**config.mk**
```make
export PLATFORM = sky130hd
export DESIGN_NAME = crc_multi_ci
export DESIGN_NICKNAME = d
export VERILOG_FILES = /design/src/rtl/crc_pkg.sv /design/src/rtl/crc_step_lane.sv /design/src/rtl/crc_multi_ci.sv
export SDC_FILE = /design/constraint.sdc
export NUM_CORES = 1
export LEC_CHECK = 0
export CORE_ASPECT_RATIO = 1.75
export CORE_MARGIN = 2
export CORE_UTILIZATION = 62
export CTS_CLUSTER_DIAMETER = 40
export DETAILED_ROUTE_END_ITERATION = 8
export PLACE_DENSITY = 0.89
export SLEW_MARGIN = 20
export SYNTH_ARGS = -nofsm -noshare
export SYNTH_HDL_FRONTEND = slang
export SYNTH_SLANG_ARGS = --single-unit
```
**constraint.sdc**
```tcl
create_clock -name clk -period 6.1 [get_ports clk]
set_input_delay 1.525 -clock clk [delete_from_list [all_inputs] [get_ports clk]]
set_output_delay 1.525 -clock clk [all_outputs]
set_load 0.01 [all_outputs]
```
**src/rtl/crc_pkg.sv**
```systemverilog
// Shared opcodes, FSM state type and bit-level CRC helpers for the CRC engine.
package crc_pkg;

  localparam logic [2:0] OP_LOAD   = 3'd0;
  localparam logic [2:0] OP_FEED1  = 3'd1;
  localparam logic [2:0] OP_FEED2  = 3'd2;
  localparam logic [2:0] OP_FEED3  = 3'd3;
  localparam logic [2:0] OP_FEED4  = 3'd4;
  localparam logic [2:0] OP_FEED8  = 3'd5;
  localparam logic [2:0] OP_READ   = 3'd6;
  localparam logic [2:0] OP_SELECT = 3'd7;

  typedef enum logic [1:0] {ST_IDLE, ST_RUN, ST_DONE} state_t;

  // Reverse the low w bits of x; bits at and above w come out zero.
  function automatic logic [31:0] bit_reverse(input logic [31:0] x, input int w);
    logic [31:0] r;
    logic [31:0] s;
    r = '0;
    s = x;
    for (int i = 0; i < 32; i++) begin
      if (i < w) begin
        r = {r[30:0], s[0]};
        s = {1'b0, s[31:1]};
      end
    end
    return r;
  endfunction

  // Fold one byte into a w-bit CRC held in the low bits of crc.
  function automatic logic [31:0] crc_byte_step(input logic [31:0] crc, input logic [7:0] b,
                                                input logic [31:0] poly, input logic reflect,
                                                input int w);
    logic [31:0] mask;
    logic [31:0] top;
    logic [31:0] rp;
    logic [31:0] c;
    mask = (w >= 32) ? 32'hFFFF_FFFF : ((32'd1 << w) - 32'd1);
    top  = 32'd1 << (w - 1);
    rp   = bit_reverse(poly & mask, w);
    if (reflect) begin
      c = (crc & mask) ^ {24'd0, b};
      for (int k = 0; k < 8; k++)
        c = c[0] ? ((c >> 1) ^ rp) : (c >> 1);
    end else begin
      c = (crc & mask) ^ ({24'd0, b} << (w - 8));
      for (int k = 0; k < 8; k++)
        c = ((c & top) != 32'd0) ? (((c << 1) ^ poly) & mask) : ((c << 1) & mask);
    end
    return c & mask;
  endfunction

endpackage

```
**src/rtl/crc_step_lane.sv**
```systemverilog
// Combinational fold of up to BPC bytes into a CRC; bytes with a clear mask bit pass through.
module crc_step_lane
  import crc_pkg::*;
#(
  parameter int          CRC_W   = 32,
  parameter logic [31:0] POLY    = 32'h04C1_1DB7,
  parameter bit          REFLECT = 1'b1,
  parameter int          BPC     = 1
) (
  input  logic [CRC_W-1:0] crc_in,
  input  logic [BPC*8-1:0] data,
  input  logic [BPC-1:0]   vmask,
  output logic [CRC_W-1:0] crc_out
);

  logic [CRC_W-1:0] chain [BPC+1];

  assign chain[0] = crc_in;

  // Byte j is folded after bytes 0..j-1; lowest byte first.
  for (genvar j = 0; j < BPC; j++) begin : g_byte
    assign chain[j+1] = vmask[j]
      ? CRC_W'(crc_byte_step(32'(chain[j]), data[j*8 +: 8], POLY, REFLECT, CRC_W))
      : chain[j];
  end

  assign crc_out = chain[BPC];

endmodule

```
**src/rtl/crc_multi_ci.sv**
```systemverilog
// Multi-context CRC custom instruction: start/done handshake, byte-serial fold per context.
module crc_multi_ci
  import crc_pkg::*;
#(
  parameter int          CRC_W           = 32,
  parameter logic [31:0] POLY            = 32'h04C1_1DB7,
  parameter logic [31:0] INIT            = 32'hFFFF_FFFF,
  parameter logic [31:0] XOROUT          = 32'hFFFF_FFFF,
  parameter bit          REFLECT         = 1'b1,
  parameter int          BYTES_PER_CYCLE = 1,
  parameter int          NUM_CH          = 4
) (
  input  logic        clk,
  input  logic        reset,
  input  logic        clk_en,
  input  logic        start,
  output logic        done,
  input  logic [31:0] dataa,
  input  logic [31:0] datab,
  input  logic [2:0]  n,
  output logic [31:0] result
);

  localparam int         BPC   = BYTES_PER_CYCLE;
  localparam int         CH_W  = (NUM_CH > 1) ? $clog2(NUM_CH) : 1;
  localparam logic [3:0] BPC_C = 4'(BPC);

  state_t                       state, state_nx;
  logic [2:0]                   op;
  logic [63:0]                  shreg;
  logic [3:0]                   rem;
  logic [NUM_CH-1:0][CRC_W-1:0] ctx;
  logic [CRC_W-1:0]             acc, lane_out;
  logic [CH_W-1:0]              cur_ch;
  logic                         err;
  logic [31:0]                  res_q, res_nx;
  logic [BPC-1:0]               vmask;
  logic                         accept, collide, is_feed, last, finish;

  assign accept  = clk_en & start & (state == ST_IDLE);
  assign collide = clk_en & start & (state != ST_IDLE);
  assign is_feed = (op >= OP_FEED1) && (op <= OP_FEED8);
  // Non-feed ops and the final (possibly partial) feed step both finish this cycle.
  assign last    = !is_feed || (rem <= BPC_C);
  assign finish  = clk_en && (state == ST_RUN) && last;

  function automatic logic [3:0] op_bytes(input logic [2:0] o);
    if (o >= OP_FEED1 && o <= OP_FEED4) return 4'(o);
    if (o == OP_FEED8) return 4'd8;
    return 4'd0;
  endfunction

  for (genvar j = 0; j < BPC; j++) begin : g_mask
    assign vmask[j] = (rem > 4'(j));
  end

  crc_step_lane #(
    .CRC_W(CRC_W), .POLY(POLY), .REFLECT(REFLECT), .BPC(BPC)
  ) u_lane (
    .crc_in (acc),
    .data   (shreg[BPC*8-1:0]),
    .vmask  (vmask),
    .crc_out(lane_out)
  );

  // Next state: a stalled cycle holds everything, including DONE.
  always_comb begin
    state_nx = state;
    case (state)
      ST_IDLE: if (accept) state_nx = ST_RUN;
      ST_RUN:  if (clk_en && last) state_nx = ST_DONE;
      ST_DONE: if (clk_en) state_nx = ST_IDLE;
      default: state_nx = ST_IDLE;
    endcase
  end

  // Result of the op completing this cycle.
  always_comb begin
    res_nx = '0;
    case (op)
      OP_LOAD:   res_nx = 32'(shreg[CRC_W-1:0]);
      OP_READ:   res_nx = 32'(ctx[cur_ch] ^ XOROUT[CRC_W-1:0]);
      OP_SELECT: res_nx = {err, 27'd0, 4'(cur_ch)};
      default:   res_nx = 32'(lane_out);
    endcase
  end

  // FSM state register.
  always_ff @(posedge clk or negedge reset) begin
    if (!reset) state <= ST_IDLE;
    else        state <= state_nx;
  end

  // Operand latch, byte counter, working CRC and held result.
  always_ff @(posedge clk or negedge reset) begin
    if (!reset) begin
      op    <= OP_LOAD;
      shreg <= '0;
      rem   <= '0;
      acc   <= '0;
      res_q <= '0;
    end else if (accept) begin
      op    <= n;
      shreg <= {datab, dataa};
      rem   <= op_bytes(n);
      acc   <= ctx[cur_ch];
    end else if (clk_en && state == ST_RUN) begin
      acc   <= lane_out;
      shreg <= shreg >> (8 * BPC);
      rem   <= last ? 4'd0 : rem - BPC_C;
      if (last) res_q <= res_nx;
    end
  end

  // Context file, channel pointer and sticky collision flag; a ctx changes only at its op's end.
  always_ff @(posedge clk or negedge reset) begin
    if (!reset) begin
      ctx    <= {NUM_CH{INIT[CRC_W-1:0]}};
      cur_ch <= '0;
      err    <= 1'b0;
    end else begin
      if (finish) begin
        case (op)
          OP_LOAD: ctx[cur_ch] <= shreg[CRC_W-1:0];
          OP_READ: ;
          OP_SELECT: begin
            if (NUM_CH > 1) cur_ch <= shreg[CH_W-1:0];
            err <= 1'b0;
          end
          default: ctx[cur_ch] <= lane_out;
        endcase
      end
      if (collide) err <= 1'b1;
    end
  end

  assign done   = (state == ST_DONE) & clk_en;
  assign result = done ? res_q : 32'd0;

endmodule

```
---- Word level (Yosys, flattened, before mapping) ----
Index checks and enable logic that the tools add are counted.
W data, S select, Z words.
operators by class
  add/subtract/negate cells ............... 1
  order comparisons ....................... 8
  equal/unequal tests ..................... 8
  mux-type cells .......................... 41
  bitwise operators ....................... 16
  reductions and logical operators ........ 20
operators by type and width
  operator              number
  $mux W32              14
  $bwmux W128           2
  $pmux W128 S2         1
  $mux W64              2
  $not A13 Y14          8
  $pmux W32 S3          1
  $bmux W32 S2          1
  $demux W32 S2         1
  $not A32 Y32          1
  $xor A32 B8 Y32       1
  $mux W4               7
  $eq A3 B3 Y1 const B  3
  $mux W1               8
  $reduce_bool A2 Y1    4
  $ge A3 B1 Y1 const B  2
  $le A3 B3 Y1 const B  2
  $logic_and A1 B1 Y1   6
  $mux W2               3
  $pmux W2 S3           1
  $reduce_and A2 Y1     3
  $reduce_and A3 Y1     2
  $and A1 B1 Y1         4
  $gt A4 B1 Y1 const B  1
  $le A4 B1 Y1 const B  1
  13 further kinds      15
word-level totals
  register bits ........................... 268
  bits of input ports ..................... 71
  output and inout port bits .............. 33
  word-level logic and storage cells ...... 106

---- Longest topological paths before layout ----
Gate-level depths: netlist (run 1).
  depth in word-level cells ............... 20
  depth in mapped cells ................... 9
  depth with buffers taken out ............ 7

---- By module ----
Synthesis (run 1) repeated with hierarchy kept, for this count alone.
unflattened totals
  cells, all modules ...................... 1,213
  area, all modules ....................... 14,322.5 sq um
modules (own cells, without submodules)
  module         instances  cells each  area each (sq um)  sequential area each (sq um)
  crc_multi_ci   1          1,106       12,977.4           6,866.6
  crc_step_lane  1          107         1,345.0            0.0

---- Least setup slack after synthesis (run 1) ----
OpenSTA, ideal clock, no wires.
  path type ............................... input to output
  start point ............................. input clk_en
  end point ............................... output result[22]
  arrival time ............................ 2.645 ns
  data required time ...................... 4.575 ns
  path slack .............................. 1.930 ns
  cell stages on the path ................. 4
  path buffers ............................ 2
  cell sequence ........................... clkbuf_1 nor3b_1 clkbuf_1 and2_1
on the way
  longest elaborated chain between the ends .. 2
RTL lines
  element          RTL line             source
  start, declared  crc_multi_ci.sv:15   input logic clk_en,
  $and A1 B1 Y1    crc_multi_ci.sv:137  assign done = (state == ST_DONE) & clk_en;
  via done         crc_multi_ci.sv:17   output logic done,
  $mux W32         crc_multi_ci.sv:138  assign result = done ? res_q : 32'd0;
  end, declared    crc_multi_ci.sv:21   output logic [31:0] result
The timed path passes the listed nets, and every way through them passes these cells.

---- Final worst setup path (run 1) ----
  start point ............................. input clk_en
  end point ............................... output result[29]
on the way
  longest elaborated chain between the ends .. 2
RTL lines
  element        RTL line
  $and A1 B1 Y1  crc_multi_ci.sv:137
  $mux W32       crc_multi_ci.sv:138
No other way between the ends.

==> reports/summary.md, run 1 <==
The flow ran to the end, and the final reports show no timing, DRC or antenna violations. Post-CTS repair changed the size of 0 cells. Clock tree synthesis inserted a total of 28 buffers. The number of antenna diodes in the final layout is 0. STA classifies the critical path endpoint as an output pin. The worst-case setup margin in the final layout was 1.05 ns; the height of the die was 205 um. The post-detailed-route via-to-cell ratio was 6.83; the average cell area after synthesis was 10.6 um2. The sum of negative setup slack is 0 ns. OpenSTA, run right after detailed placement, puts the worst setup slack at 1.05 ns. The area occupied by multi-input gates is 0.00704 mm2.

The tools report the maximum count of clock buffers along a single path as 3. The warning count from the yosys run was 0. The run gives 19.4% as the worst slew slack as a fraction of its limit. In this run, post-CTS hold repair placed 0 buffers.

Path type of the worst min-delay path: flip-flop to flip-flop. Yosys mapped the design onto 62 distinct sky130hd cell types. For this run, the register share of the synthesized area comes to 47.8%. Detailed routing inserted a total of 11800 vias. In this run, synthesis produced a sequential element count of 268. Critical setup path kind: primary input to output pin. Number of instances in the synthesized netlist: 1353.

Clock skew on the completed layout was measured at 0.0288 ns. Across the run, the number of max-cap violations was 0. Counting flops with a built-in enable in the synthesized netlist gives 0. The run gives 198 MHz as the upper clock frequency limit. The total number of H-tree levels is 1. TritonCTS built the clock tree. Once the clock tree was built, the setup fixing pass inserted 0 buffers. STA puts the critical path data required time at 4.58 ns.

The wire-length estimate of the detail-placed layout is 28600 um. The tools report the DRC violations left as 0. After the first detailed-routing iteration, the DRC count stood at 1406.

The number of nets in the synthesized netlist is 1427. Among all flip-flop cells after synthesis, the most frequent one is dfrtp_1. Setup repair after global routing left no endpoint under its margin.

The final weighted congestion in routability-driven placement is 1.00. The final hold violation count was 0. The tools report the startpoint class of the critical path as a primary input.

The tools report the max-slew violation total from the final report as 0. The final routed wire length divided by cell count was 24.5 um. CTS placed an instance of clkbuf_16 at the clock tree root. In this run the tool buffered the top-level ports with 103 buffer cells.

The ratio of final minimum period to clock period is 82.8%. The most frequent standard cell in the layout excluding fill and tap cells was nand2_1. The largest net degree at the start of global routing was 111; the wire length of the first global-routing pass was 66400 um. Leaving out fill and tap cells, the most frequent cells in the layout are nand2_1, dfrtp_1, dfstp_2.

Setup violations remaining at the end of the flow were counted as 0. The area growth from synthesis to final layout was 15.1%; the critical path arrival was 3.53 ns. The slew at the pin with the worst max-slew slack was 1.21 ns; the number of nets at the end of the flow was 1482. The first detailed-routing pass ran for 7 iterations. The post-route netlist has 21.5% of its cells at a drive strength greater than 1. The later pin in the worst-skew pair is clocked with a latency of 0.57 ns. The post-synthesis cell area was 0.0144 mm2. For the aggregate routed wire length, the log shows 42400 um. The number of sinks driven by the clock tree is 268, and the area occupied by registers is 0.00687 mm2. For the floorplan die area, the log shows 0.0244 mm2. The largest fanout on the critical path was 28.

For the starting utilization of the core area, the log shows 63.1%. For the global route total overflow, the log shows 0. The register clock-pin slew on the reported worst setup and hold paths works out to 0.07 ns. The row count is 73, and the post-detailed-route count of antenna-violating nets is 0. The initial antenna violation count is 0, and the minimum period implied by the final worst setup slack is 5.05 ns.

Global routing consumed, over all layers together, 35.3% of the routing resources. The core region is 0.0227 mm2. Number of global-route vias before repair: 12000.

Die boundary width: 119 um. Counting the fill cells in the layout gives 1484. Counting flops with an async set or reset pin after synthesis yields a share of 100%. The tools report the total I/O pin count as 104.
final cells by class:
| cell class | count | area share (%) |
|---|---|---|
| multi-input cells | 966 | 42.6 |
| flip-flops and latches | 268 | 41.5 |
| repair buffers | 132 | 7.66 |
| clock buffers | 41 | 5.03 |
| well taps | 300 | 2.27 |
| clock inverters | 11 | 0.628 |
| inverters | 12 | 0.272 |
Yosys cell counts, drive strengths merged (3+ instances only):
master | instances | area share [%]
o21ai | 70 | 2.5
xnor3 | 28 | 4.4
ha | 3 | 0.26
mux2i | 22 | 1.5
clkbuf | 80 | 2.1
xnor2 | 24 | 1.9
inv | 12 | 0.31
dfstp | 128 | 23
nor2 | 102 | 2.7
o22ai | 14 | 0.61
a221oi | 14 | 0.85
o221ai | 5 | 0.30
nand3b | 3 | 0.16
a211oi | 20 | 1.1
a22oi | 82 | 4.3
a31oi | 31 | 1.4
or3 | 4 | 0.17
o31ai | 46 | 2.4
xor3 | 4 | 0.66
nand3 | 3 | 0.10
buf | 27 | 0.93
nand2b | 10 | 0.44
and2 | 39 | 1.7
xor2 | 9 | 0.68
o211ai | 13 | 0.68
nor3 | 4 | 0.14
dfrtp | 140 | 24
a21oi | 35 | 1.2
o21a | 14 | 0.73
mux4 | 32 | 5.0
a22o | 9 | 0.55
a222oi | 6 | 0.42
nand2 | 247 | 6.5
mux2 | 48 | 3.9
worst paths after layout:
path / from / to / slack (ns) / cells after the start
max in group asynchronous: reset / acc[14] / 3.78 / 2
worst max register to register: op[0] / res_q[29] / 2.45 / 7
worst max-delay path: clk_en / result[29] / 1.05 / 5
worst min register to register: ctx[64] / ctx[64] / 0.47 / 2
min in group asynchronous: reset / shreg[58] / 0.95 / 1
worst min-delay path: ctx[64] / ctx[64] / 0.47 / 2
through the flow:
| stage | utilization [%] | area, um2 | instances | hold WS [ns] |
|---|---|---|---|---|
| CTS | 72.7 | 16500 | 1729 | 0.465 |
| floorplan | - | 14400 | 1353 | 0.443 |
| global placement | 68.5 | 15600 | 1677 | 0.451 |
| global route | 72.7 | 16500 | 1730 | 0.481 |
| detailed placement | 68.5 | 15600 | 1677 | 0.455 |
| finish | 72.7 | 16500 | 1730 | 0.466 |
state kept, by name (all words and copies together), names as in the netlist:
name	flops
state	2
ctx	128
op	3
cur_ch	2
rem	4
acc	32
res_q	32
err	1
shreg	64
logic make-up (layout without fill, tap and decap cells):
group / after synthesis / after routing / share of synthesized area, %
buffers and inverters: 119 / 196 / 3.34
xor gates and xnor gates: 65 / 65 / 7.62
DFF: 268 / 268 / 47.8
muxes: 102 / 102 / 10.5
AOI/OAI and AO/OA: 368 / 368 / 17.5
and+or+nand+nor: 428 / 428 / 12.9
adders and majority gates: 3 / 3 / 0.261
critical path: stages:
cell	delay, ns
clkdlybuf4s50_1	0.62
nor3b_2	0.34
buf_4	0.32
and2_1	0.17
clkdlybuf4s50_1	0.53
layer usage:
layer / vias up / GRT usage, % / share of wire [%]
li1: 5028 / - / -
met1: 5748 / 41.4 / 34
met2: 804 / 58.6 / 49
met3: 244 / 5.63 / 9.1
met4: 0 / 25.9 / 8.7
met5: - / 0 / 0
Power of run 1 is not shown: default switching activity piles up to over one toggle a cycle in this logic, so the estimate is an artifact.
==> run 2, diff against run 1 <==
--- a/config.mk
+++ b/config.mk
@@ -7,10 +7,10 @@
 export LEC_CHECK = 0
 export CORE_ASPECT_RATIO = 1.75
 export CORE_MARGIN = 2
-export CORE_UTILIZATION = 62
+export CORE_UTILIZATION = 54
 export CTS_CLUSTER_DIAMETER = 40
 export DETAILED_ROUTE_END_ITERATION = 8
-export PLACE_DENSITY = 0.89
+export PLACE_DENSITY = 0.82
 export SLEW_MARGIN = 20
 export SYNTH_ARGS = -nofsm -noshare
 export SYNTH_HDL_FRONTEND = slang
==> constraint.sdc (replaced) <==
create_clock -name clk -period 4.5 [get_ports clk]
set_input_delay 1.125 -clock clk [delete_from_list [all_inputs] [get_ports clk]]
set_output_delay 1.125 -clock clk [all_outputs]
set_load 0.01 [all_outputs]
==> reports/summary.md, run 2 (synthesis results as in run 1) <==
The root buffer cell was clkbuf_16. The count of routing violations after the opening detailed-route iteration is 1162 (-17%). The logs give 43200 um (+1.8%) for the aggregate routed wire length and 0.389 ns (-0.661 ns) for the worst-case setup margin in the final layout.

The logs give 11600 (-3.6%) for the number of global-route vias before repair and 5 (-2) for the number of iterations in the first detailed-routing pass. The tools report the final weighted congestion in routability-driven placement as 0.994 (-0.93%). The minimum period implied by the final worst setup slack was 4.11 ns; the data required time at the worst endpoint was 3.38 ns (-1.20 ns).

The worst setup path is launched from a primary input. The global route total overflow was 0 (unchanged). The final routed wire length divided by cell count was 24.6 um (+0.48%); the largest net degree at the start of global routing was 112 (+0.90%).

The worst setup path is captured at an output pin. The largest registers in the layout are ctx x128, shreg x64. Power comes to 15.8 mW. The starting utilization of the core area is 54.4% (-8.7 points), and the worst slew slack as a fraction of its limit is 17.0% (-2.3 points). The max-slew violation total from the final report is 0 (unchanged).

The logs give 2.99 ns (-0.54 ns) for the critical path arrival and 27 (-3.6%) for the number of buffers created by CTS. The wire length of the first global-routing pass is 67200 um (+1.2%), and the post-detailed-route count of antenna-violating nets is 0 (unchanged). The library cell contributing the largest single delay on the critical path was clkdlybuf4s50_1. The max-capacitance violation count is 0 (unchanged). The logs give 79 (+8.2%) for the row count and 0 (unchanged) for the final hold violation count. Leaving out fill and tap cells, the most frequent cells in the layout are nand2_1, dfrtp_1, dfstp_2. The sum of negative setup slack was 0 ns (unchanged); the core outline area was 0.0264 mm2 (+16%).

For the initial antenna violation count, the log shows 0 (unchanged). The flow ran to the end, and the final reports show no timing, DRC or antenna violations. The library cell used most frequently in the layout, excluding fill and tap cells, is nand2_1.

Cell seen most often among critical-path stages: clkdlybuf4s50_1. The run gives 11400 (-3.7%) as the via count. The post-detailed-route via-to-cell ratio is 6.50 (-4.9%). Delay of the slowest cell on the worst path: 0.61 ns (about the same).

For this run, the top clock speed supported by timing is 243 MHz. Hold buffer count at cts: 0 (unchanged). For this design the static power due to leakage is 6.94 nW.

The tools report the worst-case clock skew as 0.0103 ns (-0.0185 ns). The tools report the global-route total usage across every layer as 31.4% (-3.8 points). The largest register by flop count is ctx. Setup repair after global routing left no endpoint under its margin. The post-CTS repair timing setup buffer count is 0 (unchanged), and the largest fanout on the critical path is 33 (+18%). The number of sinks driven by the clock tree was 268 (unchanged); the DRC violations left was 0 (unchanged). The total number of H-tree levels came out at 1 (unchanged).

The die boundary width was 127 um (+6.9%); the count of port buffers added during placement was 103 (unchanged). The slew at the pin with the worst max-slew slack was 1.24 ns (+0.0314 ns); the number of endpoints failing setup at the final stage was 0 (unchanged). The floorplan die area is 0.0280 mm2 (+14%), and the register clock-pin slew on the reported worst setup and hold paths is 0.07 ns (about the same). The layout cell share with drive strength beyond 1 was 21.3% (-0.18 points). The maximum vdd drop was 0.572 mV.

TritonCTS built the clock tree. The worst slack after detailed placement is 0.380 ns (-0.666 ns). Traced cell by cell, the critical path runs through clkdlybuf4s50_1 -> nor3b_2 -> buf_4 -> and2_1 -> clkdlybuf4s50_1.

The total I/O pin count was 104 (unchanged); the power density relative to cell area was 959 mW/mm2. The number of flip-flops in the largest register was 128 (unchanged); the ratio of final minimum period to clock period was 91.4%. The reg-to-reg setup timing slack is 1.59 ns (-0.86 ns). The area growth from synthesis to final layout was 14.8%; the maximum count of clock buffers along a single path was 3 (unchanged). The tools report the clock latency reported for the late side of the worst-skew pair as 0.55 ns (-0.02 ns). For the post-DP HPWL, the log shows 29600 um (+3.5%). The critical path in this run is classified as primary input to output pin.

The number of diodes added for antenna fixing was 0 (unchanged). The post-cts gate resize count came out at 0 (unchanged). The height of the die works out to 220 um (+7.0%). The min-delay analysis places its worst path in the category flip-flop to flip-flop. The run gives 0.461 ns (-0.00444 ns) as the post-route worst hold slack. The number of nets at the end of the flow was 1482 (unchanged).
[run 2: cell types whose count changed in the layout (fill, tap and decap cells not counted), sizes merged]
cell	delta
inv	-2
clkinvlp	+1
buf	+1
clkbuf	-2
[run 2: worst paths after layout]
path,depth (start not counted),endpoint,start
hold / removal,2,ctx[106],ctx[106]
setup reg to reg,5,ctx[16],shreg[4]
min in group asynchronous,1,shreg[57],reset
max in group asynchronous,2,res_q[29],reset
setup / recovery,5,result[26],clk_en
hold reg to reg,2,ctx[106],ctx[106]
[run 2: worst max-delay path: cells and delay by family]
| family | cells | cell delay, ns |
|---|---|---|
| buf+inv | 3 | 1.46 |
| simple gates | 2 | 0.38 |
[run 2: report_power, final]
group,internal [mW],switching (mW)
clock network,1.17,0.986
registers,3.60,0.956
logic,3.74,5.35
total,8.51,7.30
[run 2: area by class of cell]
class	instances	area, um2
clock inverter	10	75.1
multi-input combinational	966	7050
inverter	12	45.0
sequential	268	6870
clock buffer	39	751
timing repair buffer	133	1300
tap	324	405
fill	2060	9900
[run 2: layer usage]
layer / track usage (%) / share of wire [%] / up-vias
met5: 0 / 0 / -
met4: 18.1 / 5.7 / 0
met2: 53.0 / 51 / 605
met1: 38.3 / 36 / 5629
met3: 4.83 / 8.1 / 147
li1: - / - / 5007
[run 2: per-stage QoR]
step	instance area, um2	cells	util, %
5_1_grt	16500	1752	62.5
6_report	16500	1752	62.5
2_1_floorplan	14400	1353	-
3_3_place_gp	15700	1702	59.3
4_1_cts	16500	1751	62.5
3_5_place_dp	15700	1702	59.3
(Power assumes the default switching activity.)
==> run 3, diff against run 2 <==
--- a/config.mk
+++ b/config.mk
@@ -9,6 +9,7 @@
 export CORE_MARGIN = 2
 export CORE_UTILIZATION = 54
 export CTS_CLUSTER_DIAMETER = 40
+export CTS_CLUSTER_SIZE = 28
 export DETAILED_ROUTE_END_ITERATION = 8
 export PLACE_DENSITY = 0.82
 export SLEW_MARGIN = 20
==> reports/summary.md, run 3 (synthesis results as in run 1) <==
The data required time at the worst endpoint is 3.38 ns (about the same). The non-filler instance count after layout is 1747 (-0.29%), and the filler cell count in the final layout is 2018 (-2.0%). The clock latency reported for the late side of the worst-skew pair is 0.55 ns (about the same).

The tools report the initial antenna violation count as 0 (unchanged). The largest register by flop count was ctx. Termination of the worst setup path: result[26]. Slew at the pin with the worst max-slew slack: 1.17 ns (-0.0666 ns).

The flow ran to the end, and the final reports show no timing, DRC or antenna violations. The height of the die was 220 um (unchanged). Setup repair after global routing left no endpoint under its margin.

The tools report the sum of negative setup slack as 0 ns (unchanged). For the area occupied by registers, the log shows 0.00687 mm2 (unchanged). Cell seen most often among critical-path stages: clkdlybuf4s50_1. The final routed wire length divided by cell count was 24.7 um (+0.17%). The global route total overflow was 0 (unchanged); the worst hold path depth was 2 (unchanged). The number of buffers created by CTS was 24 (-11%); the maximum count of clock buffers along a single path was 3 (unchanged). The DRC violations left was 0 (unchanged).

The number of diodes added for antenna fixing came out at 0 (unchanged). The critical path is of the primary input to output pin type. The largest fanout on the critical path works out to 33 (unchanged).

For the count of routing violations after the opening detailed-route iteration, the log shows 1255 (+8.0%). Number of endpoints failing setup at the final stage: 0 (unchanged). The cell sitting at the root of the clock tree is a clkbuf_16. The ratio of final minimum period to clock period came out at 91.1% (-0.26 points). The tools report the total I/O pin count as 104 (unchanged). The tools report the max-capacitance violation count as 0 (unchanged). TritonCTS built the clock tree.

Floorplan die area: 0.0280 mm2 (unchanged). The number of nets at the end of the flow was 1479 (-0.20%); the via count was 11400 (+0.53%). From synthesis to final layout, the design area changed by 15.5%. The starting utilization of the core area came out at 54.4% (unchanged). STA classifies the critical path startpoint as a primary input.

The minimum period implied by the final worst setup slack came out at 4.10 ns (-0.0118 ns). The post-cts gate resize count was 0 (unchanged); the largest net degree at the start of global routing was 112 (unchanged). The worst slew slack as a fraction of its limit was 21.5% (+4.5 points). The final weighted congestion in routability-driven placement is 0.994 (unchanged), and the aggregate routed wire length is 43100 um (-0.12%). The delay of the slowest cell on the worst path works out to 0.61 ns (about the same).

The run gives 0 (unchanged) as the post-detailed-route count of antenna-violating nets. The area occupied by multi-input gates was 0.00705 mm2 (unchanged); the post-CTS repair timing setup buffer count was 0 (unchanged). The number of flip-flops in the largest register is 128 (unchanged), and the post-route worst hold slack is 0.463 ns (+0.00217 ns). The run gives 11700 (+0.73%) as the number of global-route vias before repair.

The library cells used most frequently in the layout, excluding fill and tap cells, are nand2_1, dfrtp_1, dfstp_2. The largest registers in the layout are ctx x128, shreg x64. The number of cell instances on the worst register-to-register path came out at 6 (+1). The core outline area came out at 0.0264 mm2 (unchanged). For the cell count after placement, the log shows 1702 (unchanged).

STA classifies the critical path endpoint as an output pin. Worst-case clock skew: 0.0176 ns (+0.00721 ns). Worst-case setup margin in the final layout: 0.401 ns (+0.0118 ns).

Layout cell share with drive strength beyond 1: 21.6% (+0.36 points). Leaving out fill and tap cells, the most frequent cell in the layout is nand2_1. The slowest stage of the critical path belongs to the cell clkdlybuf4s50_1. The tools report the startpoint of the worst setup timing path as clk_en.

The count of port buffers added during placement was 103 (unchanged); the reg-to-reg setup timing slack was 1.55 ns (-0.04 ns). The tools report the hold buffer count at cts as 0 (unchanged). The maximum vdd drop was 0.546 mV (-4.6%). Critical path arrival: 2.97 ns (-0.02 ns).

In this run the critical register-to-register path is captured at res_q[20]. The critical register-to-register path startpoint is rem[0]. The post-detailed-route via-to-cell ratio is 6.55 (+0.81%). The row count is 79 (unchanged), and the wire length of the first global-routing pass is 66900 um (-0.46%). Traced cell by cell, the critical path runs through clkdlybuf4s50_1 -> nor3b_2 -> buf_4 -> and2_1 -> clkdlybuf4s50_1. The path type of the worst min-delay path was flip-flop to flip-flop. The worst slack after detailed placement was 0.380 ns (unchanged); the static leakage was 6.99 nW (+0.62%). The die boundary width was 127 um (unchanged). The run gives 29600 um (unchanged) as the post-DP HPWL.

The fraction of the core area covered by cells at the end of the flow came out at 62.8% (+0.36 points). The register clock-pin slew on the reported worst setup and hold paths is 0.08 ns (about the same). The number of iterations in the first detailed-routing pass is 6 (+1), and the power density relative to cell area is 964 mW/mm2 (+0.58%).

For the global-route total usage across every layer, the log shows 31.3% (-0.15 points). The final hold violation count is 0 (unchanged), and the upper clock frequency limit is 244 MHz (+0.29%). The run gives 0 (unchanged) as the max-slew violation total from the final report. The number of sinks driven by the clock tree was 268 (unchanged).

For the total number of H-tree levels, the log shows 1 (unchanged).
==> run 3: cell count changes in the layout (fill, tap and decap cells not counted), moves of 3 or more <==
| cell | delta |
|---|---|
| clkbuf_1 | -9 |
| inv_16 | +4 |
| inv_6 | -4 |
| clkinv_2 | -3 |
| clkinv_8 | +7 |
| inv_8 | +6 |
| clkbuf_8 | -3 |
==> run 3: how the worst min path moves through the flow <==
stage,from,end
5_1_grt,ctx[74],ctx[74]
3_3_place_gp,ctx[43],ctx[43]
2_1_floorplan,ctx[64],ctx[64]
3_5_place_dp,ctx[106],ctx[106]
6_report,ctx[106],ctx[106]
4_1_cts,ctx[106],ctx[106]
==> run 3: per-layer routing <==
metal	track usage, %	wire length, um	part of all wire, %	up-vias
met4	16.8	2470	5.7	0
met2	53.9	21900	51	610
met5	0	0	0	-
met1	37.9	15500	36	5662
li1	-	-	-	5011
met3	4.35	3290	7.6	165
==> run 3: power breakdown <==
| part | internal (mW) | switching, mW |
|---|---|---|
| combinational | 3.74 | 5.37 |
| clock | 1.15 | 1.18 |
| sequential | 3.59 | 0.951 |
==> run 3: layout make-up <==
class | count | area share (%)
multi-input combinational | 966 | 42.5
sequential | 268 | 41.4
timing repair buffer | 133 | 7.83
clock buffer | 25 | 3.77
tap | 324 | 2.44
clock inverter | 19 | 1.77
inverter | 12 | 0.272
==> run 3: metrics by stage <==
stage / instance area [um2] / power (mW)
after floorplan: 14400 / 10.7
after global placement: 15700 / 13.2
after detailed placement: 15700 / 13.4
after CTS: 16600 / 15.8
after global routing: 16600 / 16.7
final: 16600 / 16.0
==> run 3: worst max-delay path: cells and delay by family <==
| family | cells | cell delay, ns |
|---|---|---|
| buf+inv | 3 | 1.45 |
| simple gates | 2 | 0.37 |
